File: src/rtl/fairy_mem_stage.sv
// -----------------------------------------------------------------------------
// fairy_mem_stage
//   Memory-access pipeline stage between fairy_exe_stage and writeback.
//   Loads and stores run a req/ack transaction on the data-memory port. Load
//   data is lane-extracted and sign/zero extended. Everything is then
//   registered to writeback. Misaligned addresses raise an address error
//   without touching memory. stall_o holds upstream while a transaction is
//   outstanding.
//
//   Optional feature macro: FAIRY_MEM_UNALIGNED_EN
//     When defined, LWL/LWR/SWL/SWR are supported (little-endian merge rules).
//     When undefined, those opcodes are reported as illegal instructions.
//
//   Parameters
//     DM_TIMEOUT  cycles to wait for dm_ack before forcing completion with
//                 rdata = 0 (0 = wait forever)
//
//   Ports
//     clk, reset_n           clock, asynchronous active-low reset
//     exception_i, eret_i    pipeline flush
//     data_i[63:0]           execute result ([31:0] addr/ALU, [63:32] HI)
//     op1_i                  store data / old rt for LWL/LWR
//     inst_i, pc_i           instruction word and PC
//     reg_waddr_i, reg_we_i  destination register and write enable
//     hilo_we_i              HI/LO write enables
//     overflow_i, illegal_inst_i, delayslot_i   status flags from execute
//     dm_req/dm_wr/dm_addr/dm_be/dm_wdata      data-memory request (registered)
//     dm_ack, dm_rdata       data-memory acknowledge and read data
//     stall_o                hold upstream
//     *_o                    registered writeback outputs
//     unaligned_addr_o, badvaddr_o             address-error report
// -----------------------------------------------------------------------------
module fairy_mem_stage #(
  parameter int DM_TIMEOUT = 0
) (
  input  logic        clk,
  input  logic        reset_n,
  input  logic        exception_i,
  input  logic        eret_i,
  input  logic [63:0] data_i,
  input  logic [31:0] op1_i,
  input  logic [31:0] inst_i,
  input  logic [31:0] pc_i,
  input  logic [4:0]  reg_waddr_i,
  input  logic        reg_we_i,
  input  logic [1:0]  hilo_we_i,
  input  logic        overflow_i,
  input  logic        illegal_inst_i,
  input  logic        delayslot_i,
  output logic        dm_req,
  output logic        dm_wr,
  output logic [31:0] dm_addr,
  output logic [3:0]  dm_be,
  output logic [31:0] dm_wdata,
  input  logic        dm_ack,
  input  logic [31:0] dm_rdata,
  output logic        stall_o,
  output logic [63:0] data_o,
  output logic [4:0]  reg_waddr_o,
  output logic        reg_we_o,
  output logic [1:0]  hilo_we_o,
  output logic [31:0] pc_o,
  output logic [31:0] inst_o,
  output logic        delayslot_o,
  output logic        overflow_o,
  output logic        illegal_inst_o,
  output logic        unaligned_addr_o,
  output logic [31:0] badvaddr_o
);

  localparam logic [5:0] OP_LB  = 6'h20;
  localparam logic [5:0] OP_LH  = 6'h21;
  localparam logic [5:0] OP_LWL = 6'h22;
  localparam logic [5:0] OP_LW  = 6'h23;
  localparam logic [5:0] OP_LBU = 6'h24;
  localparam logic [5:0] OP_LHU = 6'h25;
  localparam logic [5:0] OP_LWR = 6'h26;
  localparam logic [5:0] OP_SB  = 6'h28;
  localparam logic [5:0] OP_SH  = 6'h29;
  localparam logic [5:0] OP_SWL = 6'h2A;
  localparam logic [5:0] OP_SW  = 6'h2B;
  localparam logic [5:0] OP_SWR = 6'h2E;

  localparam logic [31:0] TIMEOUT_W = 32'(DM_TIMEOUT);

  typedef enum logic [1:0] {IDLE, WAIT, DRAIN} state_t;

  // Store byte enables for a given opcode and byte offset.
  function automatic logic [3:0] store_be(input logic [5:0] opc, input logic [1:0] off);
    logic [3:0] be;
    be = 4'hF;
    case (opc)
      OP_SB:  be = 4'b0001 << off;
      OP_SH:  be = off[1] ? 4'b1100 : 4'b0011;
      OP_SWL: begin
        case (off)
          2'd0:    be = 4'b0001;
          2'd1:    be = 4'b0011;
          2'd2:    be = 4'b0111;
          default: be = 4'b1111;
        endcase
      end
      OP_SWR: begin
        case (off)
          2'd0:    be = 4'b1111;
          2'd1:    be = 4'b1110;
          2'd2:    be = 4'b1100;
          default: be = 4'b1000;
        endcase
      end
      default: be = 4'hF;
    endcase
    return be;
  endfunction

  // Store data steered onto the byte lanes selected by store_be.
  function automatic logic [31:0] store_wdata(input logic [5:0] opc, input logic [1:0] off,
                                              input logic [31:0] rt);
    logic [31:0] wd;
    wd = rt;
    case (opc)
      OP_SB:  wd = {4{rt[7:0]}};
      OP_SH:  wd = {2{rt[15:0]}};
      OP_SWL: begin
        case (off)
          2'd0:    wd = {24'h0, rt[31:24]};
          2'd1:    wd = {16'h0, rt[31:16]};
          2'd2:    wd = {8'h0,  rt[31:8]};
          default: wd = rt;
        endcase
      end
      OP_SWR: begin
        case (off)
          2'd0:    wd = rt;
          2'd1:    wd = {rt[23:0], 8'h0};
          2'd2:    wd = {rt[15:0], 16'h0};
          default: wd = {rt[7:0],  24'h0};
        endcase
      end
      default: wd = rt;
    endcase
    return wd;
  endfunction

  // Load data extraction / extension; LWL/LWR merge into the old rt value.
  function automatic logic [31:0] load_format(input logic [5:0] opc, input logic [1:0] off,
                                              input logic [31:0] rd, input logic [31:0] rt);
    logic [31:0] shifted;
    logic [7:0]  b;
    logic [15:0] h;
    logic [31:0] res;
    shifted = rd >> {off, 3'b000};
    b       = shifted[7:0];
    h       = off[1] ? rd[31:16] : rd[15:0];
    res     = rd;
    case (opc)
      OP_LB:  res = {{24{b[7]}}, b};
      OP_LBU: res = {24'h0, b};
      OP_LH:  res = {{16{h[15]}}, h};
      OP_LHU: res = {16'h0, h};
      OP_LWL: begin
        case (off)
          2'd0:    res = {rd[7:0],  rt[23:0]};
          2'd1:    res = {rd[15:0], rt[15:0]};
          2'd2:    res = {rd[23:0], rt[7:0]};
          default: res = rd;
        endcase
      end
      OP_LWR: begin
        case (off)
          2'd0:    res = rd;
          2'd1:    res = {rt[31:24], rd[31:8]};
          2'd2:    res = {rt[31:16], rd[31:16]};
          default: res = {rt[31:8],  rd[31:24]};
        endcase
      end
      default: res = rd;
    endcase
    return res;
  endfunction

  state_t      state_p1, state_d;
  logic [31:0] wait_cnt_p1;

  logic [5:0]  opc;
  logic [31:0] addr;
  logic [1:0]  off;
  logic        op_half, op_word, op_part;
  logic        part_ok, unsupported;
  logic        is_load, is_store, is_mem;
  logic        ill_eff, suppress, misalign, fault, mem_go;
  logic        flush, in_flight, timed_out, ack_eff, launch;
  logic [31:0] rdata_eff;

  assign opc  = inst_i[31:26];
  assign addr = data_i[31:0];
  assign off  = addr[1:0];

  assign op_half = (opc == OP_LH) | (opc == OP_LHU) | (opc == OP_SH);
  assign op_word = (opc == OP_LW) | (opc == OP_SW);
  assign op_part = (opc == OP_LWL) | (opc == OP_LWR) | (opc == OP_SWL) | (opc == OP_SWR);

`ifdef FAIRY_MEM_UNALIGNED_EN
  assign part_ok     = 1'b1;
  assign unsupported = 1'b0;
`else
  assign part_ok     = 1'b0;
  assign unsupported = op_part;
`endif

  assign is_load  = (opc == OP_LB) | (opc == OP_LBU) | (opc == OP_LH) | (opc == OP_LHU) |
                    (opc == OP_LW) | (part_ok & ((opc == OP_LWL) | (opc == OP_LWR)));
  assign is_store = (opc == OP_SB) | (opc == OP_SH) | (opc == OP_SW) |
                    (part_ok & ((opc == OP_SWL) | (opc == OP_SWR)));
  assign is_mem   = is_load | is_store;

  assign ill_eff  = illegal_inst_i | unsupported;
  assign suppress = ill_eff | overflow_i;
  assign misalign = (op_half & off[0]) | (op_word & (off != 2'b00));
  // Illegal/overflow take priority over the address error.
  assign fault    = is_mem & ~suppress & misalign;
  assign mem_go   = is_mem & ~suppress & ~misalign;

  assign flush     = exception_i | eret_i;
  assign in_flight = (state_p1 == WAIT) | (state_p1 == DRAIN);
  assign timed_out = (DM_TIMEOUT > 0) && (wait_cnt_p1 == TIMEOUT_W);
  assign ack_eff   = in_flight & (dm_ack | timed_out);
  // A forced completion without a real ack returns zero data.
  assign rdata_eff = dm_ack ? dm_rdata : 32'h0;
  assign launch    = (state_p1 == IDLE) & mem_go & ~flush;

  always_comb begin
    state_d = state_p1;
    stall_o = 1'b0;
    case (state_p1)
      IDLE: begin
        stall_o = mem_go & ~flush;
        if (mem_go && !flush) state_d = WAIT;
      end
      WAIT: begin
        stall_o = ~ack_eff;
        if (ack_eff)    state_d = IDLE;
        else if (flush) state_d = DRAIN;
      end
      DRAIN: begin
        // A new memory op must wait for the abandoned access to retire.
        stall_o = mem_go & ~flush;
        if (ack_eff) state_d = IDLE;
      end
      default: state_d = IDLE;
    endcase
  end

  // ---- stage 1: transaction control and data-memory port ----
  always_ff @(posedge clk or negedge reset_n) begin
    if (!reset_n) begin
      state_p1    <= IDLE;
      wait_cnt_p1 <= 32'h0;
      dm_req      <= 1'b0;
      dm_wr       <= 1'b0;
      dm_addr     <= 32'h0;
      dm_be       <= 4'h0;
      dm_wdata    <= 32'h0;
    end else begin
      state_p1 <= state_d;
      if (launch) begin
        wait_cnt_p1 <= 32'h0;
        dm_req      <= 1'b1;
        dm_wr       <= is_store;
        dm_addr     <= {addr[31:2], 2'b00};
        dm_be       <= is_store ? store_be(opc, off) : 4'hF;
        dm_wdata    <= is_store ? store_wdata(opc, off, op1_i) : 32'h0;
      end else if (ack_eff) begin
        dm_req <= 1'b0;
      end else if (in_flight) begin
        wait_cnt_p1 <= wait_cnt_p1 + 32'd1;
      end
    end
  end

  // ---- stage 1: writeback output registers ----
  always_ff @(posedge clk or negedge reset_n) begin
    if (!reset_n) begin
      data_o           <= 64'h0;
      reg_waddr_o      <= 5'h0;
      reg_we_o         <= 1'b0;
      hilo_we_o        <= 2'h0;
      pc_o             <= 32'h0;
      inst_o           <= 32'h0;
      delayslot_o      <= 1'b0;
      overflow_o       <= 1'b0;
      illegal_inst_o   <= 1'b0;
      unaligned_addr_o <= 1'b0;
      badvaddr_o       <= 32'h0;
    end else if (flush || stall_o) begin
      // Flush and stalled cycles both emit an empty slot.
      data_o           <= 64'h0;
      reg_waddr_o      <= 5'h0;
      reg_we_o         <= 1'b0;
      hilo_we_o        <= 2'h0;
      pc_o             <= 32'h0;
      inst_o           <= 32'h0;
      delayslot_o      <= 1'b0;
      overflow_o       <= 1'b0;
      illegal_inst_o   <= 1'b0;
      unaligned_addr_o <= 1'b0;
      badvaddr_o       <= 32'h0;
    end else if (state_p1 == WAIT) begin
      // Transaction retiring; upstream inputs still describe this op.
      data_o           <= is_load ? {32'h0, load_format(opc, off, rdata_eff, op1_i)} : data_i;
      reg_waddr_o      <= reg_waddr_i;
      reg_we_o         <= reg_we_i & is_load;
      hilo_we_o        <= hilo_we_i;
      pc_o             <= pc_i;
      inst_o           <= inst_i;
      delayslot_o      <= delayslot_i;
      overflow_o       <= overflow_i;
      illegal_inst_o   <= ill_eff;
      unaligned_addr_o <= 1'b0;
      badvaddr_o       <= 32'h0;
    end else begin
      data_o           <= data_i;
      reg_waddr_o      <= reg_waddr_i;
      reg_we_o         <= reg_we_i & ~suppress & ~is_mem;
      hilo_we_o        <= hilo_we_i;
      pc_o             <= pc_i;
      inst_o           <= inst_i;
      delayslot_o      <= delayslot_i;
      overflow_o       <= overflow_i;
      illegal_inst_o   <= ill_eff;
      unaligned_addr_o <= fault;
      badvaddr_o       <= fault ? addr : 32'h0;
    end
  end

endmodule

File: config.mk
export PLATFORM = sky130hd
export DESIGN_NAME = fairy_mem_stage
export DESIGN_NICKNAME = d
export VERILOG_FILES = /design/src/rtl/fairy_mem_stage.sv
export SDC_FILE = /design/constraint.sdc
export NUM_CORES = 1
export LEC_CHECK = 0
export CORE_ASPECT_RATIO = 0.75
export CORE_MARGIN = 4
export CORE_UTILIZATION = 42
export DETAILED_ROUTE_END_ITERATION = 8
export HOLD_SLACK_MARGIN = 0.05
export PLACE_DENSITY = 0.81
export SETUP_SLACK_MARGIN = 0.05
export SYNTH_ARGS = -nofsm -noshare
export SYNTH_HDL_FRONTEND = slang
export SYNTH_SLANG_ARGS = --single-unit
File: constraint.sdc
create_clock -name clk -period 2.45 [get_ports clk]
set_clock_uncertainty 0.05 [all_clocks]
set_input_delay 0.3675 -clock clk [delete_from_list [all_inputs] [get_ports clk]]
set_output_delay 0.3675 -clock clk [all_outputs]
set_load 0.005 [all_outputs]
# Yosys cells after proc, flatten, opt, wreduce, memory -nomap -nowiden
# Cells that the tools add are included.
totals:
  regBits: 242
  out_inout_bits: 243
  wordCells: 121
op_classes:
  n_eq_ne: 19
  n_shift: 2
  n_mux: 39
  bitwise_logic: 35
  reduce_logical: 9
op_table:
  columns: ["operator", "count"]
  rows:
  - ["$pmux 32 s3", 4]
  - ["$mux 32", 7]
  - ["$mux 64", 3]
  - ["$pmux 32 s6", 1]
  - ["$pmux 32 s4", 1]
  - ["$eq 6x6->1 const B", 12]
  - ["$shr 32x5->8", 1]
  - ["$or 1x1->1", 18]
  - ["$mux 16", 1]
  - ["$pmux 4 s4", 1]
  - ["$and 1x1->1", 12]
  - ["$pmux 4 s3", 1]
  - ["$mux 2", 5]
  - ["$mux 1", 9]
  - ["$pmux 3 s3", 1]
  - ["$mux 4", 2]
  - ["$pmux 2 s3", 1]
  - ["$mux 5", 1]
  - ["$not 1->1", 5]
  - ["$eq 2x1->1 const B", 2]
  - ["$eq 2x2->1 const B", 2]
  - ["$logic_not 2->1", 2]
  - ["$reduce_bool 2->1", 2]
  - ["$shl 1x2->4 const A", 1]
  - ["9 further kinds", 9]

# Depth between registers and ports, before layout
depth:
  ltp_word: 13
  ltp_mapped: 9
  depth_no_buf: 7

# Worst setup path before layout
# Ideal clock, no wire load.
synth_path:
  path_type: "register to register"
  from: "register state_p1[0]"
  to: "register dm_wdata[15]"
  setup_time_ps: 118
  arrival_time_ps: 1890
  slack_ps: 392
  stages_incl_launch_ff: 9
  path_buffers: 2
  path_cell_list: "dfrtp_1 -> inv_1 -> ha_1 -> clkbuf_1 -> nand3_1 -> clkbuf_1 -> nor2_1 -> mux2_2 -> a21o_1"
synth_between:
  elab_chain_len: 3
synth_rtl:
  columns: ["item", "line", "source"]
  rows:
  - ["start, declared", "182", "state_t state_p1, state_d;"]
  - ["start signal, assigned", "265", "state_p1 <= state_d;"]
  - ["$logic_not 2->1", "230", "assign launch = (state_p1 == IDLE) & mem_go & ~flush;"]
  - ["$and 1x1->1 (2 in series)", "230", null]
  - ["end signal, assigned", "272", "dm_wdata <= is_store ? store_wdata(opc, off, op1_i) : 32'h0;"]
  - ["end, declared", "54", "output logic [31:0] dm_wdata,"]
# Every way passes these cells.
# A chain may end at the register's enable or synchronous reset.

# Final worst setup path
layout_path:
  from: "input inst_i[26]"
  to: "output stall_o"
layout_between:
  elab_chain_len: 11
  word_cells_on_any_way: 36
  cone_classes: "eq/ne (12); mux (1); bitwise (23)"
layout_rtl:
  columns: ["item", "line", "source"]
  rows:
  - ["start, declared", "42", "input logic [31:0] inst_i,"]
  - ["$eq 6x6->1", "201", "assign op_part = (opc == OP_LWL) | (opc == OP_LWR) | (opc == OP_SWL) | (opc == OP_SWR);"]
  - ["$or 1x1->1", null, null]
  - ["$or 1x1->1 (2 in series)", "201", null]
  - ["$or 1x1->1", "217", "assign ill_eff = illegal_inst_i | unsupported;"]
  - ["$or 1x1->1", "218", "assign suppress = ill_eff | overflow_i;"]
  - ["$not 1->1", "222", "assign mem_go = is_mem & ~suppress & ~misalign;"]
  - ["$and 1x1->1", "222", null]
  - ["$and 1x1->1 (*)", "222", null]
  - ["$and 1x1->1 (*)", "237, 247", null]
  - ["$pmux 1 s2 (*)", "235", "case (state_p1)"]
  - ["end, declared", "57", "output logic stall_o,"]
# Mark *: on every way between the ends. The rest lies on a longest branch, timed or not.

==> results.py <==
metrics = {
    "yosys": {
        "netlist_instances": 1119,
        "avgSynthCellArea_um2": 10.20,
        "synth_top_area_frac": 0.5304,
        "yosysMostFrequentCell": "dfrtp_1",
        "ys_types": 71,
        "async_flop_share": 1.000,
        "netlist_top_cells_count": "dfrtp_1, nand2_1, and2_1",
        "synth_edf_count": 0,
        "synth_area_mm2": 0.01142,
        "yosysSeqAreaShare": 0.5304,
        "synth_top_area_cell": "dfrtp_1",
        "synth_ff_type": "dfrtp_1",
        "ys_warn_count": 0,
        "synth.ff_latch_count": 242,
        "ys_top_cells_by_area": "dfrtp_1, and2_1, nand2_1",
    },
    "floorplanning": {
        "rows": 51,
        "ios": 451,
        "start_util": 0.4333,
        "die_y_um": 150.8,
        "dieWidth_um": 198.4,
        "core-area_mm2": 0.02635,
        "dieArea_mm2": 0.02992,
    },
    "min_path": {
        "min_path_cells": 4,
        "hp-class": "in2reg",
    },
    "critical_path": {
        "r2r_start": "state_p1[1]$_DFFE_PN0P_",
        "start_kind": "input port",
        "cp_max_fo": 5,
        "crit_path_cell_trace": "clkdlybuf4s50_1 -> nand2b_1 -> and4_4 -> and2_4 -> o21ai_1 -> a21oi_1 -> buf_2",
        "crit_start": "inst_i[26]",
        "cp_top_family": "buffers and inverters",
        "worstRegToRegCells": 8,
        "reg2reg_slack_ns": 0.33,
        "crit_end": "stall_o",
        "crit-reg2reg-capture": "data_o[14]$_DFF_PN0_",
        "slowest_delay_ns": 0.55,
        "crit_buf_inv": 2,
        "cp.required_ns": 2.03,
        "end_kind": "output port",
        "cp.depth": 7,
        "critical-path-slowest-cell": "clkdlybuf4s50_1",
        "criticalPathCategory": "in2out",
        "arrival_ns": 1.85,
    },
    "finish": {
        "multi_input_area_mm2": 0.004974,
        "final_layout_size_suffix_gt1_frac": 0.1376,
        "layoutNonFillerInstCount": 1999,
        "regArea_mm2": 0.006056,
        "syn2layout_area_growth_pct": 56.95,
        "fin_nets": 1844,
        "fillers": 2006,
    },
    "clock_tree": {
        "cts_buffers": 26,
        "cts_tree": "built",
        "clk_path_buf_depth": 3,
        "clk_latency_ns": 0.53,
        "cts_max_level": 1,
        "clk_pin_slew_ns": 0.06,
        "cts.sinks": 242,
        "cts_root_buf": "clkbuf_16",
    },
    "placed_design": {
        "hpwlAfterDp_um": 36210,
        "place.gp.congestion": 0.9395,
        "dp.cells": 1946,
        "portBuffers": 448,
    },
    "grt": {
        "grt_pass1_vias": 11640,
        "grt_max_degree": 79,
        "gr-total-overflow": 0,
        "track_usage": 0.3095,
        "grt_pass1_wl_um": 71120,
        "antenna_found_initial": 4,
    },
    "routing": {
        "route.vias.total": 11220,
        "route.detailed.drc": 0,
        "viasPerCell": 5.613,
        "drtIter0Drc": 1157,
        "drtPass1Iterations": 6,
        "drtAntennaViolNets": 0,
        "routed_wl_um": 47360,
        "wire_per_inst_um": 23.69,
    },
    "sta": {
        "maxSlewHeadroom": 0.6318,
        "hold_viol_final": 0,
        "worstMarginPinSlew_ns": 0.5522,
        "max_freq_ghz": 0.4410,
        "slew_violations": 0,
        "setup_violations": 0,
        "rsz0062_at_grt": "false",
        "fin_crit_ns": 2.268,
        "period_share": 0.9255,
    },
    "outcome": {
        "outcome": "complete, no violations",
    },
    "power": {
        "total_power_mw": 10.73,
        "p_leak_nw": 8.308,
        "p_per_area_mw_per_mm2": 598.8,
        "max-vdd-ir-drop_mv": 0.4994,
    },
    "flow_run": {
        "maxCapViolCount": 0,
    },
}
## cell usage in the layout (no fill, tap or decap), types with 4 or more instances in the layout
cell / instances
a2111oi_2: 7
a21o_1: 25
a21oi_1: 53
a221o_1: 7
a221oi_1: 10
a222oi_1: 4
a22oi_1: 24
a2bb2oi_1: 4
a31oi_1: 10
and2_1: 119
and3_1: 48
buf_12: 11
buf_2: 4
buf_4: 112
clkbuf_1: 5
clkbuf_16: 26
clkbuf_8: 7
clkdlybuf4s50_1: 439
dfrtp_1: 242
diode_2: 5
ha_1: 4
inv_1: 7
mux2_2: 17
mux2i_1: 23
mux4_2: 8
nand2_1: 171
nand2b_1: 8
nand3_1: 11
nand3b_1: 8
nor2_1: 33
nor3_1: 6
o211ai_1: 4
o21ai_0: 92
o221ai_1: 11
o22ai_1: 8
o2bb2ai_1: 7
or4_1: 7
## cell type report
class                           count  area share
Antenna cell                        5   0.0006982
Clock buffer                       38     0.04273
Clock inverter                      8    0.006633
Inverter                            8    0.001676
Multi-Input combinational cell    782      0.2775
Sequential cell                   242      0.3379
Tap cell                          344     0.02402
Timing Repair Buffer              572      0.3088
## repair_timing
item | in CTS | in global routing
setup endpoints to repair | 1 | 1
gates cloned | 0 | 0
buffers inserted | 1 | 0
hold buffers | 1 | 0
resized for setup | 13 | 5
hold endpoints to repair | 59 | 0
pin swaps | 2 | 2
## state kept, by name, indices dropped and copies added (netlist names)
name              count
hilo_we_o             2
reg_we_o              1
badvaddr_o           32
state_p1              2
unaligned_addr_o      1
pc_o                 32
illegal_inst_o        1
dm_be                 4
dm_req                1
data_o               64
dm_addr              30
inst_o               32
reg_waddr_o           5
overflow_o            1
dm_wr                 1
dm_wdata             32
delayslot_o           1
## stage by stage
step	hold slack (ns)	cell area, um2	util	TNS, ns	setup WS [ns]
6_report	0.1864	17920	0.6800	0	0.1825
5_1_grt	0.2000	17910	0.6797	0	0.07246
4_1_cts	0.1550	17910	0.6796	0	0.08495
3_5_place_dp	0.3062	17000	0.6450	-21.86	-0.6246
3_3_place_gp	0.3097	17000	0.6450	-17.13	-0.6323
2_1_floorplan	0.02191	11420	-	0	0.3918
## report_power, final
group	internal (mW)	leakage, nW	switching, mW
sequential	4.25	3.29	0.116
combinational	1.21	4.59	1.11
clock	2.39	0.429	1.65
total	7.86	8.31	2.88
## cell families (layout without fill, tap and decap cells)
kind of cell,count (synthesis),in the layout,synth area share
simple gates,439,439,0.2005
compound gates,288,288,0.1717
flops,242,242,0.5304
buf+inv,96,626,0.03868
mux,49,49,0.05402
fa+ha+maj,4,4,0.004383
other cells,1,7,0.0003284
## how the worst min path moves through the flow
| stage | from | end |
|---|---|---|
| floorplan | reset_n | badvaddr_o[0]$_DFF_PN0_ |
| global placement | reset_n | dm_wr$_DFFE_PN0P_ |
| detailed placement | reset_n | dm_wr$_DFFE_PN0P_ |
| CTS | dm_ack | dm_req$_DFFE_PN0P_ |
| global route | dm_ack | dm_req$_DFFE_PN0P_ |
| finish | dm_ack | dm_req$_DFFE_PN0P_ |
## worst reg2reg max path: stages, from the launching register on
cell and delay (ns):
dfrtp_1 0.41, inv_1 0.11, ha_1 0.25, nand2b_1 0.15, buf_4 0.16, a211o_1 0.38
a211oi_1 0.25, buf_4 0.19, a21oi_1 0.08
## metal layers
layer,global-route usage,part of all wire,routed length (um),vias up
li1,-,-,-,4970
met1,0.4051,0.39,18480,5514
met2,0.4976,0.47,22320,638
met3,0.09273,0.10,4963,97
met4,0.1008,0.033,1580,2
met5,0,0.00027,13,-
No activity file was read; power rests on OpenSTA's default activity.
